**config.mk**
```make
export PLATFORM = sky130hd
export DESIGN_NAME = alu_seq
export DESIGN_NICKNAME = d
export VERILOG_FILES = /design/src/rtl/alu_pkg.sv /design/src/rtl/alu_iter_engine.sv /design/src/rtl/alu_seq.sv
export SDC_FILE = /design/constraint.sdc
export NUM_CORES = 1
export LEC_CHECK = 0
export CAP_MARGIN = 20
export CELL_PAD_IN_SITES_DETAIL_PLACEMENT = 0
export CELL_PAD_IN_SITES_GLOBAL_PLACEMENT = 1
export CORE_MARGIN = 2
export CORE_UTILIZATION = 38
export DETAILED_ROUTE_END_ITERATION = 7
export GPL_ROUTABILITY_DRIVEN = 0
export PLACE_DENSITY = 0.83
export SYNTH_ARGS = -nofsm -noshare
export SYNTH_HDL_FRONTEND = slang
export SYNTH_SLANG_ARGS = --single-unit
```
**constraint.sdc**
```tcl
create_clock -name clk -period 4.6 [get_ports clk]
set_clock_uncertainty 0.1 [all_clocks]
set_input_delay 0.69 -clock clk [delete_from_list [all_inputs] [get_ports clk]]
set_output_delay 0.69 -clock clk [all_outputs]
set_load 0.02 [all_outputs]
```
**src/rtl/alu_pkg.sv**
```systemverilog
// Shared types for the sequential ALU: opcode and FSM state encodings.
package alu_pkg;

  localparam int ALU_OP_W = 4;

  typedef enum logic [ALU_OP_W-1:0] {
    ALU_ADD = 4'd0,
    ALU_SUB = 4'd1,
    ALU_AND = 4'd2,
    ALU_OR  = 4'd3,
    ALU_XOR = 4'd4,
    ALU_NOT = 4'd5,
    ALU_SHL = 4'd6,
    ALU_SHR = 4'd7,
    ALU_MUL = 4'd8,
    ALU_DIV = 4'd9
  } alu_op_e;

  typedef enum logic [1:0] {
    IDLE,
    ITER,
    DONE
  } alu_state_e;

endpackage

```
**src/rtl/alu_iter_engine.sv**
```systemverilog
// Multi-cycle datapath: shift-add multiplier, plus a restoring divider when
// ALU_DIV_EN is defined. One step per cycle; 'last' flags the final step.
module alu_iter_engine #(
  parameter int WIDTH = 8
) (
  input  logic             clk,
  input  logic             rst,
  input  logic             load,
  input  logic             step,
`ifdef ALU_DIV_EN
  input  logic             is_div,
`endif
  input  logic [WIDTH-1:0] a,
  input  logic [WIDTH-1:0] b,
  output logic             last,
  output logic [WIDTH-1:0] res,
  output logic             carry
);

  localparam int CNT_W = (WIDTH > 1) ? $clog2(WIDTH) : 1;

  logic [CNT_W-1:0] cnt_q;
  logic [WIDTH-1:0] hi_q, lo_q, opnd_q;
  logic [WIDTH-1:0] hi_d, lo_d;

  // Multiplier: hi:lo holds partial product over the shifting multiplier.
  logic [WIDTH-1:0] mul_addend;
  logic [WIDTH:0]   mul_sum;
  logic [WIDTH-1:0] mul_hi, mul_lo;

  assign mul_addend = lo_q[0] ? opnd_q : '0;
  assign mul_sum    = {1'b0, hi_q} + {1'b0, mul_addend};
  assign mul_hi     = mul_sum[WIDTH:1];
  assign mul_lo     = {mul_sum[0], lo_q[WIDTH-1:1]};

`ifdef ALU_DIV_EN
  // Divider: hi is the partial remainder, lo shifts dividend out / quotient in.
  logic             is_div_q;
  logic [WIDTH:0]   div_sh;
  logic             div_ge;
  logic [WIDTH-1:0] div_hi, div_lo;

  assign div_sh = {hi_q, lo_q[WIDTH-1]};
  assign div_ge = (div_sh >= {1'b0, opnd_q});
  assign div_hi = div_ge ? WIDTH'(div_sh - {1'b0, opnd_q}) : div_sh[WIDTH-1:0];
  assign div_lo = {lo_q[WIDTH-2:0], div_ge};
`endif

  // NOTE: every combinational output gets a default before any branch so no latch is inferred.
  always_comb begin
    hi_d  = mul_hi;
    lo_d  = mul_lo;
    carry = |mul_hi;
`ifdef ALU_DIV_EN
    if (is_div_q) begin
      hi_d  = div_hi;
      lo_d  = div_lo;
      carry = 1'b0;
    end
`endif
  end

  // The value after this cycle's step; sampled by the caller on the last step.
  assign res  = lo_d;
  assign last = (cnt_q == CNT_W'(WIDTH - 1));

  // NOTE: sequential state uses non-blocking assignments so all flops update together.
  always_ff @(posedge clk or posedge rst) begin
    if (rst) begin
      cnt_q <= '0;
    end else if (load) begin
      cnt_q <= '0;
    end else if (step) begin
      cnt_q <= cnt_q + 1'b1;
    end
  end

  // NOTE: datapath registers carry no reset; every load fully reinitialises them.
  always_ff @(posedge clk) begin
    if (load) begin
      hi_q <= '0;
`ifdef ALU_DIV_EN
      is_div_q <= is_div;
      lo_q     <= is_div ? a : b;
      opnd_q   <= is_div ? b : a;
`else
      lo_q   <= b;
      opnd_q <= a;
`endif
    end else if (step) begin
      hi_q <= hi_d;
      lo_q <= lo_d;
    end
  end

endmodule

```
**src/rtl/alu_seq.sv**
```systemverilog
// Sequential ALU stage feeding the flag register. Single-cycle ops finish in
// DONE directly; MUL (and DIV under ALU_DIV_EN) iterate WIDTH cycles in ITER.
module alu_seq
  import alu_pkg::*;
#(
  parameter int WIDTH = 8
) (
  input  logic                clk,
  input  logic                alu_rst,
  input  logic                alu_start,
  input  logic [ALU_OP_W-1:0] alu_op,
  input  logic [WIDTH-1:0]    alu_a,
  input  logic [WIDTH-1:0]    alu_b,
  output logic                alu_ready,
  output logic                alu_done,
  output logic [WIDTH-1:0]    alu_result,
  output logic                alu_c,
  output logic                alu_z,
  output logic                alu_b_flag,
  output logic                alu_cb_valid
);

  alu_state_e state_q, state_d;
  alu_op_e    op;

  logic [WIDTH:0]   add_sum;
  logic [WIDTH-1:0] sc_res;
  logic             sc_c, sc_bf, sc_cb, go_iter;
  logic             sc_load, it_load, eng_load, eng_step;

  logic [WIDTH-1:0] result_q;
  logic             c_q, z_q, bf_q, cb_q;

  logic             eng_last, eng_c;
  logic [WIDTH-1:0] eng_res;

  assign op      = alu_op_e'(alu_op);
  assign add_sum = {1'b0, alu_a} + {1'b0, alu_b};

  // Single-cycle decode straight from the request inputs.
  always_comb begin
    sc_res  = alu_a;
    sc_c    = 1'b0;
    sc_bf   = 1'b0;
    sc_cb   = 1'b0;
    go_iter = 1'b0;
    case (op)
      ALU_ADD: begin
        sc_res = add_sum[WIDTH-1:0];
        sc_c   = add_sum[WIDTH];
        sc_cb  = 1'b1;
      end
      ALU_SUB: begin
        sc_res = alu_a - alu_b;
        sc_bf  = (alu_a < alu_b);
        sc_cb  = 1'b1;
      end
      ALU_AND: sc_res = alu_a & alu_b;
      ALU_OR:  sc_res = alu_a | alu_b;
      ALU_XOR: sc_res = alu_a ^ alu_b;
      ALU_NOT: sc_res = ~alu_a;
      ALU_SHL: begin
        sc_res = {alu_a[WIDTH-2:0], 1'b0};
        sc_c   = alu_a[WIDTH-1];
        sc_cb  = 1'b1;
      end
      ALU_SHR: begin
        sc_res = {1'b0, alu_a[WIDTH-1:1]};
        sc_c   = alu_a[0];
        sc_cb  = 1'b1;
      end
      ALU_MUL: go_iter = 1'b1;
`ifdef ALU_DIV_EN
      ALU_DIV: begin
        // Divide-by-zero short-circuits to an all-ones quotient with borrow set.
        if (alu_b == '0) begin
          sc_res = '1;
          sc_bf  = 1'b1;
          sc_cb  = 1'b1;
        end else begin
          go_iter = 1'b1;
        end
      end
`endif
      default: sc_res = alu_a;
    endcase
  end

  always_comb begin
    state_d  = state_q;
    sc_load  = 1'b0;
    it_load  = 1'b0;
    eng_load = 1'b0;
    eng_step = 1'b0;
    case (state_q)
      IDLE: begin
        if (alu_start) begin
          if (go_iter) begin
            eng_load = 1'b1;
            state_d  = ITER;
          end else begin
            sc_load  = 1'b1;
            state_d  = DONE;
          end
        end
      end
      ITER: begin
        eng_step = 1'b1;
        if (eng_last) begin
          it_load = 1'b1;
          state_d = DONE;
        end
      end
      DONE:    state_d = IDLE;
      default: state_d = IDLE;
    endcase
  end

  always_ff @(posedge clk or posedge alu_rst) begin
    if (alu_rst) begin
      state_q <= IDLE;
    end else begin
      state_q <= state_d;
    end
  end

  // Flags load only on the edge entering DONE and hold until the next completion.
  always_ff @(posedge clk or posedge alu_rst) begin
    if (alu_rst) begin
      result_q <= '0;
      c_q      <= 1'b0;
      z_q      <= 1'b0;
      bf_q     <= 1'b0;
      cb_q     <= 1'b0;
    end else if (sc_load) begin
      result_q <= sc_res;
      z_q      <= (sc_res == '0);
      cb_q     <= sc_cb;
      if (sc_cb) begin
        c_q  <= sc_c;
        bf_q <= sc_bf;
      end
    end else if (it_load) begin
      result_q <= eng_res;
      z_q      <= (eng_res == '0);
      cb_q     <= 1'b1;
      c_q      <= eng_c;
      bf_q     <= 1'b0;
    end
  end

  alu_iter_engine #(
    .WIDTH(WIDTH)
  ) u_engine (
    .clk   (clk),
    .rst   (alu_rst),
    .load  (eng_load),
    .step  (eng_step),
`ifdef ALU_DIV_EN
    .is_div(op == ALU_DIV),
`endif
    .a     (alu_a),
    .b     (alu_b),
    .last  (eng_last),
    .res   (eng_res),
    .carry (eng_c)
  );

  assign alu_ready    = (state_q == IDLE);
  assign alu_done     = (state_q == DONE);
  assign alu_cb_valid = alu_done & cb_q;
  assign alu_result   = result_q;
  assign alu_c        = c_q;
  assign alu_z        = z_q;
  assign alu_b_flag   = bf_q;

endmodule

```
==> results.txt, run 1 <==
The run finished with clean final reports. After clock tree synthesis, the clock-pin slew on the worst setup and hold paths is 0.08 ns. The logs give 0.386 for the register share of total power and 0.521 for the worst slew margin relative to its limit. The H-tree generated during clock tree synthesis spans 2 levels. Startpoint of the lowest-slack register-to-register path: u_engine.lo_q[0].

Among all flip-flop cells after synthesis, the most frequent one is dfrtp_1. After detailed placement, the total cell area comes to 3850 um2. The total overflow left after global routing is 0.

The number of diodes came out at 0. Walking the worst path, the cells encountered are clkdlybuf4s50_1 -> inv_1 -> ha_1 -> fa_1 -> nor3_1 -> or3_1 -> a21oi_1 -> a32o_1 -> or3_1 -> nor4_1 -> a31o_1. Setup repair after global routing left no endpoint under its margin. The mapped netlist covers 3400 um2. Worst hold path depth: 2. The leakage component of the power was 1.71 nW.

The transition time of the tightest slew-check pin is 0.716 ns, and the total internal power is 0.827 mW. Counting the fill cells in the layout gives 868. The max-slew violation total from the final report is 0, and the clock sink total is 41. Broken down by cell family, the worst path's largest delay share belongs to simple AND/OR/NAND/NOR gates. The startpoint type of the worst setup path is an input pin. Initial core utilization: 0.391.

The post-CTS setup buffer count is 0, and the total power divided by cell area is 322 nW/um2. The run gives 493 as the count of nets after finishing. The area taken by flip-flops and latches was 1070 um2.

Terminating pin of the worst hold path: u_engine.hi_q[7]. The slowest cell on the critical path is clkdlybuf4s50_1. The number of endpoints with negative hold slack in the final report was 0; the data arrival time of the critical path was 3.61 ns.

Compared with the post-synthesis result, the final layout area differs by 16.4%. The area inside the core boundary was 8680 um2. The run gives 9710 um2 as the floorplan die area.

The category of the critical setup timing path was in2reg. Of all nets on the critical path, the largest fanout is 7. The logs give 29 for the largest net degree at the start of global routing and 257 for the count of routing violations after the opening detailed-route iteration. For the largest buffer count on any clock path, the log shows 2.

The number of buffers and inverters on the critical path is 2. The kind of capture point of the worst setup path was a flip-flop. In this run the critical register-to-register path is captured at alu_c.

The final setup TNS is 0 ns, and the critical path's largest stage delay is 0.59 ns. The cell count after synthesis is 404. The tools report the fraction of power consumed by combinational cells as 0.391. For this design the top-level I/O count stands at 37. Post-route clock period utilization: 0.756. The final cell utilization of the core came out at 0.455.

By instance count, the cell type seen most on the critical path is or3_1. For the count of final setup violators, the log shows 0. The count of input and output buffers was 36; the maximum VDD drop was 121 uV.

The ratio of cells with drive above 1 in the final layout is 0.0461, and the global-route wire length before repair is 15300 um. The logs give 1.77 ns for the register-to-register path setup slack and 2925 for the via count of the first global-routing pass. The die height was 98.6 um; the sum of net half-perimeters after detailed placement was 7110 um. The tools report the detailed-route via count as 3060. The number of hold buffers added after CTS was 0. The tools report the clock network power share as 0.223.

The logs give 60 for the number of distinct library cells after synthesis and 287 MHz for the timing-limited maximum frequency. The net switching power is 0.446 mW. The share of total power consumed by net switching is 0.350.

Row generation in the floorplan step produced 34 rows. Power comes to 1.27 mW. Measured in cells, the most critical reg-to-reg path has a length of 10. The aggregate global-route resource usage came out at 0.195.

The detail-routed via count per cell was 5.65. The class of the most critical hold timing path was reg2reg. Wires add up to 9270 um.

The synthesized design contains 41 register bits. Clock tree root driver cell: clkbuf_8. The source-to-sink clock delay at the later pin of the worst-skew pair came out at 0.29 ns. For the net count of the mapped netlist, the log shows 464. Measured along the x axis, the die boundary spans 98.6 um.

The tools report the number of antenna violations at the first check in global routing as 0. The first detailed-routing pass took 5 iterations. The total DRC errors in the routed layout came out at 0. The final design instance area without fill was 3950 um2; the post-route antenna net violation count was 0.

The async set-or-reset flop fraction in the synthesized netlist was 0.415; the required arrival time at the worst endpoint was 4.73 ns. The number of clock buffers added by TritonCTS is 5. In the final layout, the multi-input gates occupy 2130 um2. Averaged over all synthesized cells, the footprint is 8.41 um2. The finished layout holds 542 standard cells, fillers aside.

For the cell total after placement, the log shows 534. In this run the most critical hold path is launched from u_engine.hi_q[7]. The part of the Yosys area used for sequential elements was 0.314; the per-cell routed wire length was 17.1 um. TritonCTS built the clock tree.

The number of warnings issued by yosys is 0. The number of gates resized after CTS was 0. The worst path needs 3.48 ns of the cycle, external delays included. Reported max-cap violation count: 0.

The synthesized design contains 16 enable-type register cells.
==> cell type report <==
class | count | area share
clock buffers | 6 | 0.0184
clock inverters | 2 | 0.00855
inverters | 31 | 0.0294
multi-input cells | 313 | 0.539
flip-flops and latches | 41 | 0.270
well taps | 108 | 0.0342
repair buffers | 41 | 0.101
==> state kept, by name (all words and copies together) (netlist names) <==
register and cells:
alu_result 8, u_engine.hi_q 8, u_engine.lo_q 8, u_engine.opnd_q 8
u_engine.cnt_q 3, state_q 2, alu_b_flag 1, alu_c 1
alu_z 1, cb_q 1
==> how the worst max path moves through the flow <==
stage	cells past startpoint	end	from	slack, ns
detailed placement	11	alu_z	alu_a[0]	0.84
global placement	11	alu_z	alu_a[0]	0.89
floorplan	9	alu_z	alu_a[0]	1.71
finish	11	alu_z	alu_a[0]	1.12
global route	11	alu_z	alu_a[0]	0.82
CTS	11	alu_z	alu_a[0]	1.13
==> through the flow <==
| stage | setup slack (ns) | hold slack [ns] |
|---|---|---|
| final | 1.12 | 0.370 |
| after CTS | 1.13 | 0.373 |
| after floorplan | 1.71 | 0.338 |
| after global routing | 0.819 | 0.387 |
| after detailed placement | 0.839 | 0.359 |
| after global placement | 0.889 | 0.351 |
==> cells in the final DEF (no fill, tap or decap), types with 8 or more instances in the layout <==
cell	Yosys	routed
mux2i_1	8	8
o21ai_0	34	34
nand3_1	18	18
and2_1	11	11
a21oi_1	23	23
nand2_1	50	50
dfrtp_1	17	17
inv_1	30	30
nor2_1	24	24
edfxtp_1	16	16
clkdlybuf4s50_1	0	36
ha_1	34	34
dfxtp_1	8	8
==> cells in the mapped netlist, types with 4 or more instances <==
cell type  instances  area share
nand2_1           50       0.055
ha_1              34        0.13
o21ai_0           34       0.050
inv_1             30       0.033
nor2_1            24       0.027
a21oi_1           23       0.034
nand3_1           18       0.027
dfrtp_1           17        0.13
edfxtp_1          16        0.14
clkbuf_1          14       0.015
and2_1            11       0.020
dfxtp_1            8       0.047
mux2i_1            8       0.024
a22oi_1            6       0.013
nor2b_1            6       0.011
xnor2_1            6       0.015
nor3_1             5      0.0074
nor4_1             5      0.0092
o211ai_1           5       0.011
o22ai_1            5      0.0092
or3_1              5      0.0092
a21o_1             4      0.0088
a221oi_1           4       0.010
a31oi_1            4      0.0074
buf_2              4      0.0059
o21bai_1           4      0.0088
==> cells by family (layout without fill, tap and decap cells) <==
| kind of cell | Yosys count | after routing | share of synthesized area |
|---|---|---|---|
| buf+inv | 50 | 80 | 0.0589 |
| flops | 41 | 41 | 0.314 |
| simple gates | 143 | 143 | 0.205 |
| xor+xnor | 9 | 9 | 0.0232 |
| mux | 10 | 10 | 0.0335 |
| fa+ha+maj | 37 | 37 | 0.143 |
| compound gates | 114 | 114 | 0.222 |
==> worst reg2reg max path, stage by stage (launching register included) <==
cell,delay [ns]
edfxtp_1,0.48
and2_1,0.19
ha_1,0.21
fa_1,0.40
a21o_1,0.18
a21oi_1,0.28
o21a_1,0.17
nor2_1,0.05
o21a_1,0.19
nor4_1,0.34
o21ai_0,0.12
==> layer usage <==
layer	wire length, um	GRT usage	vias up	part of all wire
met5	0	0	-	0
met4	124	0.0432	0	0.013
met3	569	0.0213	9	0.061
met2	4220	0.306	104	0.46
met1	4360	0.291	1421	0.47
li1	-	-	1526	-
==> power by group through the flow <==
stage	Combinational [mW]	Sequential, mW	Clock [mW]
global placement	0.485	0.498	0
CTS	0.496	0.493	0.289
floorplan	0.313	0.516	0
finish	0.497	0.492	0.284
detailed placement	0.493	0.499	0
global route	0.558	0.500	0.302
No activity file was read; power rests on OpenSTA's default activity.
==> run 2: changes to the inputs <==
==> constraint.sdc (replaced) <==
create_clock -name clk -period 3.3 [get_ports clk]
set_clock_uncertainty 0.1 [all_clocks]
set_input_delay 0.495 -clock clk [delete_from_list [all_inputs] [get_ports clk]]
set_output_delay 0.495 -clock clk [all_outputs]
set_load 0.02 [all_outputs]
==> run 2 against run 1 <==
Final area up 7.1%. Power up 43%. Register-to-register slack worse by 1.3 ns. Global-route usage is 0.15 points lower. Clock-buffer cell count grew 2. Combinational power increased by 49%. Utilization rose by 3.2 points. Setup slack got worse by 0.97 ns. Sequential share of layout area decreased by 1.8 points. Critical path type unchanged. Highest routed layer unchanged.
==> results.txt, run 2 (synthesis results as in run 1) <==
The flow ran to the end, and the final reports show no timing, DRC or antenna violations. The leading cell type in the layout, fill and taps excluded was nand2_1 (unchanged). The logs give 0 (unchanged) for the number of diodes and 3257 (was 3060) for the detailed-route via count.

The run gives 2 (unchanged) as the largest buffer count on any clock path. For the worst hold slack across all endpoints, the log shows 0.377 ns (was 0.370 ns). The fraction of met1 tracks used by global routing came out at 0.273 (was 0.291). The logs give 0 (unchanged) for the number of endpoints with negative hold slack in the final report and 0.638 mW (was 0.446 mW) for the net switching power. The global-route wire length before repair was 15300 um (about the same). After layout, the minimum clock period comes to 3.15 ns. The initial core utilization was 0.391 (unchanged). The tools report the final routed wirelength across all metal layers as 9330 um (was 9270 um). The data arrival time of the critical path was 3.20 ns (was 3.61 ns). The via count of the first global-routing pass is 3075 (was 2925), and the required arrival time at the worst endpoint is 3.35 ns (was 4.73 ns). The logs give 8680 um2 (unchanged) for the area inside the core boundary and 0 (unchanged) for the count of final setup violators. The tools report the fraction of met2 tracks used by global routing as 0.317 (was 0.306). The tools report the leakage component of the power as 1.89 nW (was 1.71 nW). The detail-routed via count per cell came out at 5.65 (about the same).

Category of the critical setup timing path: in2reg (unchanged). Maximum fanout along the worst path: 3 (was 7). Clock tree root driver cell: clkbuf_8 (unchanged).

The busiest layer in global routing was met2 (unchanged). Kind of capture point of the worst setup path: a flip-flop (unchanged). Post-CTS resize count: 0 (unchanged). The startpoint type of the worst setup path was an input pin (unchanged). The clock edge transition at the registers on the reported setup and hold paths is 0.08 ns (about the same), and the aggregate global-route resource usage is 0.194 (was 0.195). The source-to-sink clock delay at the later pin of the worst-skew pair was 0.30 ns (was 0.29 ns); the total internal power was 1.18 mW (was 0.827 mW). Setup repair after global routing left no endpoint under its margin.

The number of antenna violations at the first check in global routing came out at 0 (unchanged). The maximum VDD drop is 189 uV (was 121 uV), and the ratio of cells with drive above 1 in the final layout is 0.120 (was 0.0461). The run gives 568 (was 534) as the cell total after placement.

Signed area change from the synthesized netlist to the final layout: 24.6% (was 16.4%). The logs give 5 (unchanged) for the total clock buffers created by CTS and 4110 um2 (was 3850 um2) for the cell area after placement. The global routing usage on met3 came out at 0.0241 (was 0.0213).

The largest net degree at the start of global routing is 28 (was 29), and the post-CTS setup buffer count is 0 (unchanged). The logs give 41 (unchanged) for the clock sink total and 0 (unchanged) for the post-route antenna net violation count. The tools report the cts-stage hold buffer count as 0 (unchanged).

The run gives 7330 um (was 7110 um) as the sum of net half-perimeters after detailed placement. The count of nets after finishing is 527 (was 493), and the post-route clock period utilization is 0.954. The width of the chip is 98.6 um (unchanged), and the clock network power share is 0.214 (was 0.223). The die height was 98.6 um (unchanged); the count of TritonRoute iterations in the first routing pass was 5 (unchanged). The transition time of the tightest slew-check pin came out at 0.649 ns (was 0.716 ns). The final design instance area without fill was 4230 um2 (was 3950 um2). The I/O pin count came out at 37 (unchanged). The floorplan die area is 9710 um2 (unchanged). The share of total power consumed by net switching was 0.351 (was 0.350). The total power divided by cell area is 430 nW/um2 (was 322 nW/um2). Class of the most critical hold timing path: reg2reg (unchanged). The per-cell routed wire length was 16.2 um (was 17.1 um). For the residual overflow from global routing, the log shows 0 (unchanged). The tools report the fraction of power consumed by combinational cells as 0.408 (was 0.391).

The max-slew violation total from the final report is 0 (unchanged). The register share of total power was 0.379 (was 0.386); the worst slew margin relative to its limit was 0.568 (was 0.521). TritonCTS built the clock tree. Most frequent cells in the layout: nand2_1, buf_4, clkdlybuf4s50_1, o21ai_0, ha_1 (was nand2_1, clkdlybuf4s50_1, o21ai_0, ha_1, inv_1).

For the count of standard-cell rows, the log shows 34 (unchanged). For the total DRC errors in the routed layout, the log shows 0 (unchanged). The run gives 576 (was 542) as the post-layout instance count excluding filler cells. Count of routing violations after the opening detailed-route iteration: 231 (was 257).

For the reported max-cap violation count, the log shows 0 (unchanged). Based on the critical path, the design can be clocked at up to 318 MHz. For the maximum level of the CTS H-tree, the log shows 2 (unchanged). The count of input and output buffers is 36 (unchanged). The sum of internal, switching and leakage power was 1.82 mW (was 1.27 mW); the final cell utilization of the core was 0.488 (was 0.455).
==> run 2: layer usage <==
metal,vias up,wire length (um),share of wire
met3,10,622,0.067
met4,0,112,0.012
met1,1541,4300,0.46
li1,1586,-,-
met2,120,4290,0.46
met5,-,0,0
==> run 2: worst max-delay path: stages <==
cell and delay (ns):
clkdlybuf4s50_1 0.55, inv_1 0.12, ha_1 0.34, a21o_1 0.19, a221o_1 0.35, o41ai_2 0.31
xnor2_1 0.10, and2_1 0.16, o32ai_1 0.42, a21oi_1 0.16
==> run 2: per-stage QoR <==
step / setup slack, ns / TNS [ns]
after floorplan: 0.609 / 0
after global placement: -0.0411 / -0.0411
after detailed placement: -0.120 / -0.148
after CTS: 0.185 / 0
after global routing: 0.0159 / 0
final: 0.152 / 0
==> run 2: final timing paths <==
path | startpoint | end | slack (ns) | depth (start not counted)
min in group asynchronous | alu_rst | u_engine.cnt_q[2] | 0.47 | 2
max in group asynchronous | alu_rst | alu_b_flag | 2.22 | 2
hold / removal | u_engine.hi_q[0] | u_engine.hi_q[0] | 0.38 | 2
setup reg to reg | u_engine.lo_q[0] | alu_c | 0.50 | 10
hold reg to reg | u_engine.hi_q[0] | u_engine.hi_q[0] | 0.38 | 2
setup / recovery | alu_a[1] | alu_result[7] | 0.15 | 10
==> run 2: cell type report <==
| type | count | area, um2 |
|---|---|---|
| clock buffers | 8 | 111 |
| fillers | 858 | 4450 |
| inverters | 31 | 116 |
| multi-input cells | 313 | 2140 |
| flip-flops and latches | 41 | 1070 |
| well taps | 108 | 135 |
| repair buffers | 75 | 666 |
==> run 2: power groups by stage <==
| stage | clock network (mW) | logic (mW) | registers [mW] |
|---|---|---|---|
| 3_5_place_dp | 0 | 0.729 | 0.699 |
| 6_report | 0.389 | 0.741 | 0.689 |
| 5_1_grt | 0.414 | 0.822 | 0.704 |
| 4_1_cts | 0.394 | 0.734 | 0.689 |
| 3_3_place_gp | 0 | 0.713 | 0.695 |
| 2_1_floorplan | 0 | 0.436 | 0.719 |
==> run 3: changes to the inputs <==
--- a/config.mk
+++ b/config.mk
@@ -13,6 +13,7 @@
 export DETAILED_ROUTE_END_ITERATION = 7
 export GPL_ROUTABILITY_DRIVEN = 0
 export PLACE_DENSITY = 0.83
+export SKIP_LAST_GASP = 1
 export SYNTH_ARGS = -nofsm -noshare
 export SYNTH_HDL_FRONTEND = slang
 export SYNTH_SLANG_ARGS = --single-unit
==> results of run 3 <==
Same layout as run 2: the final DEF is identical, and so are final timing and power.
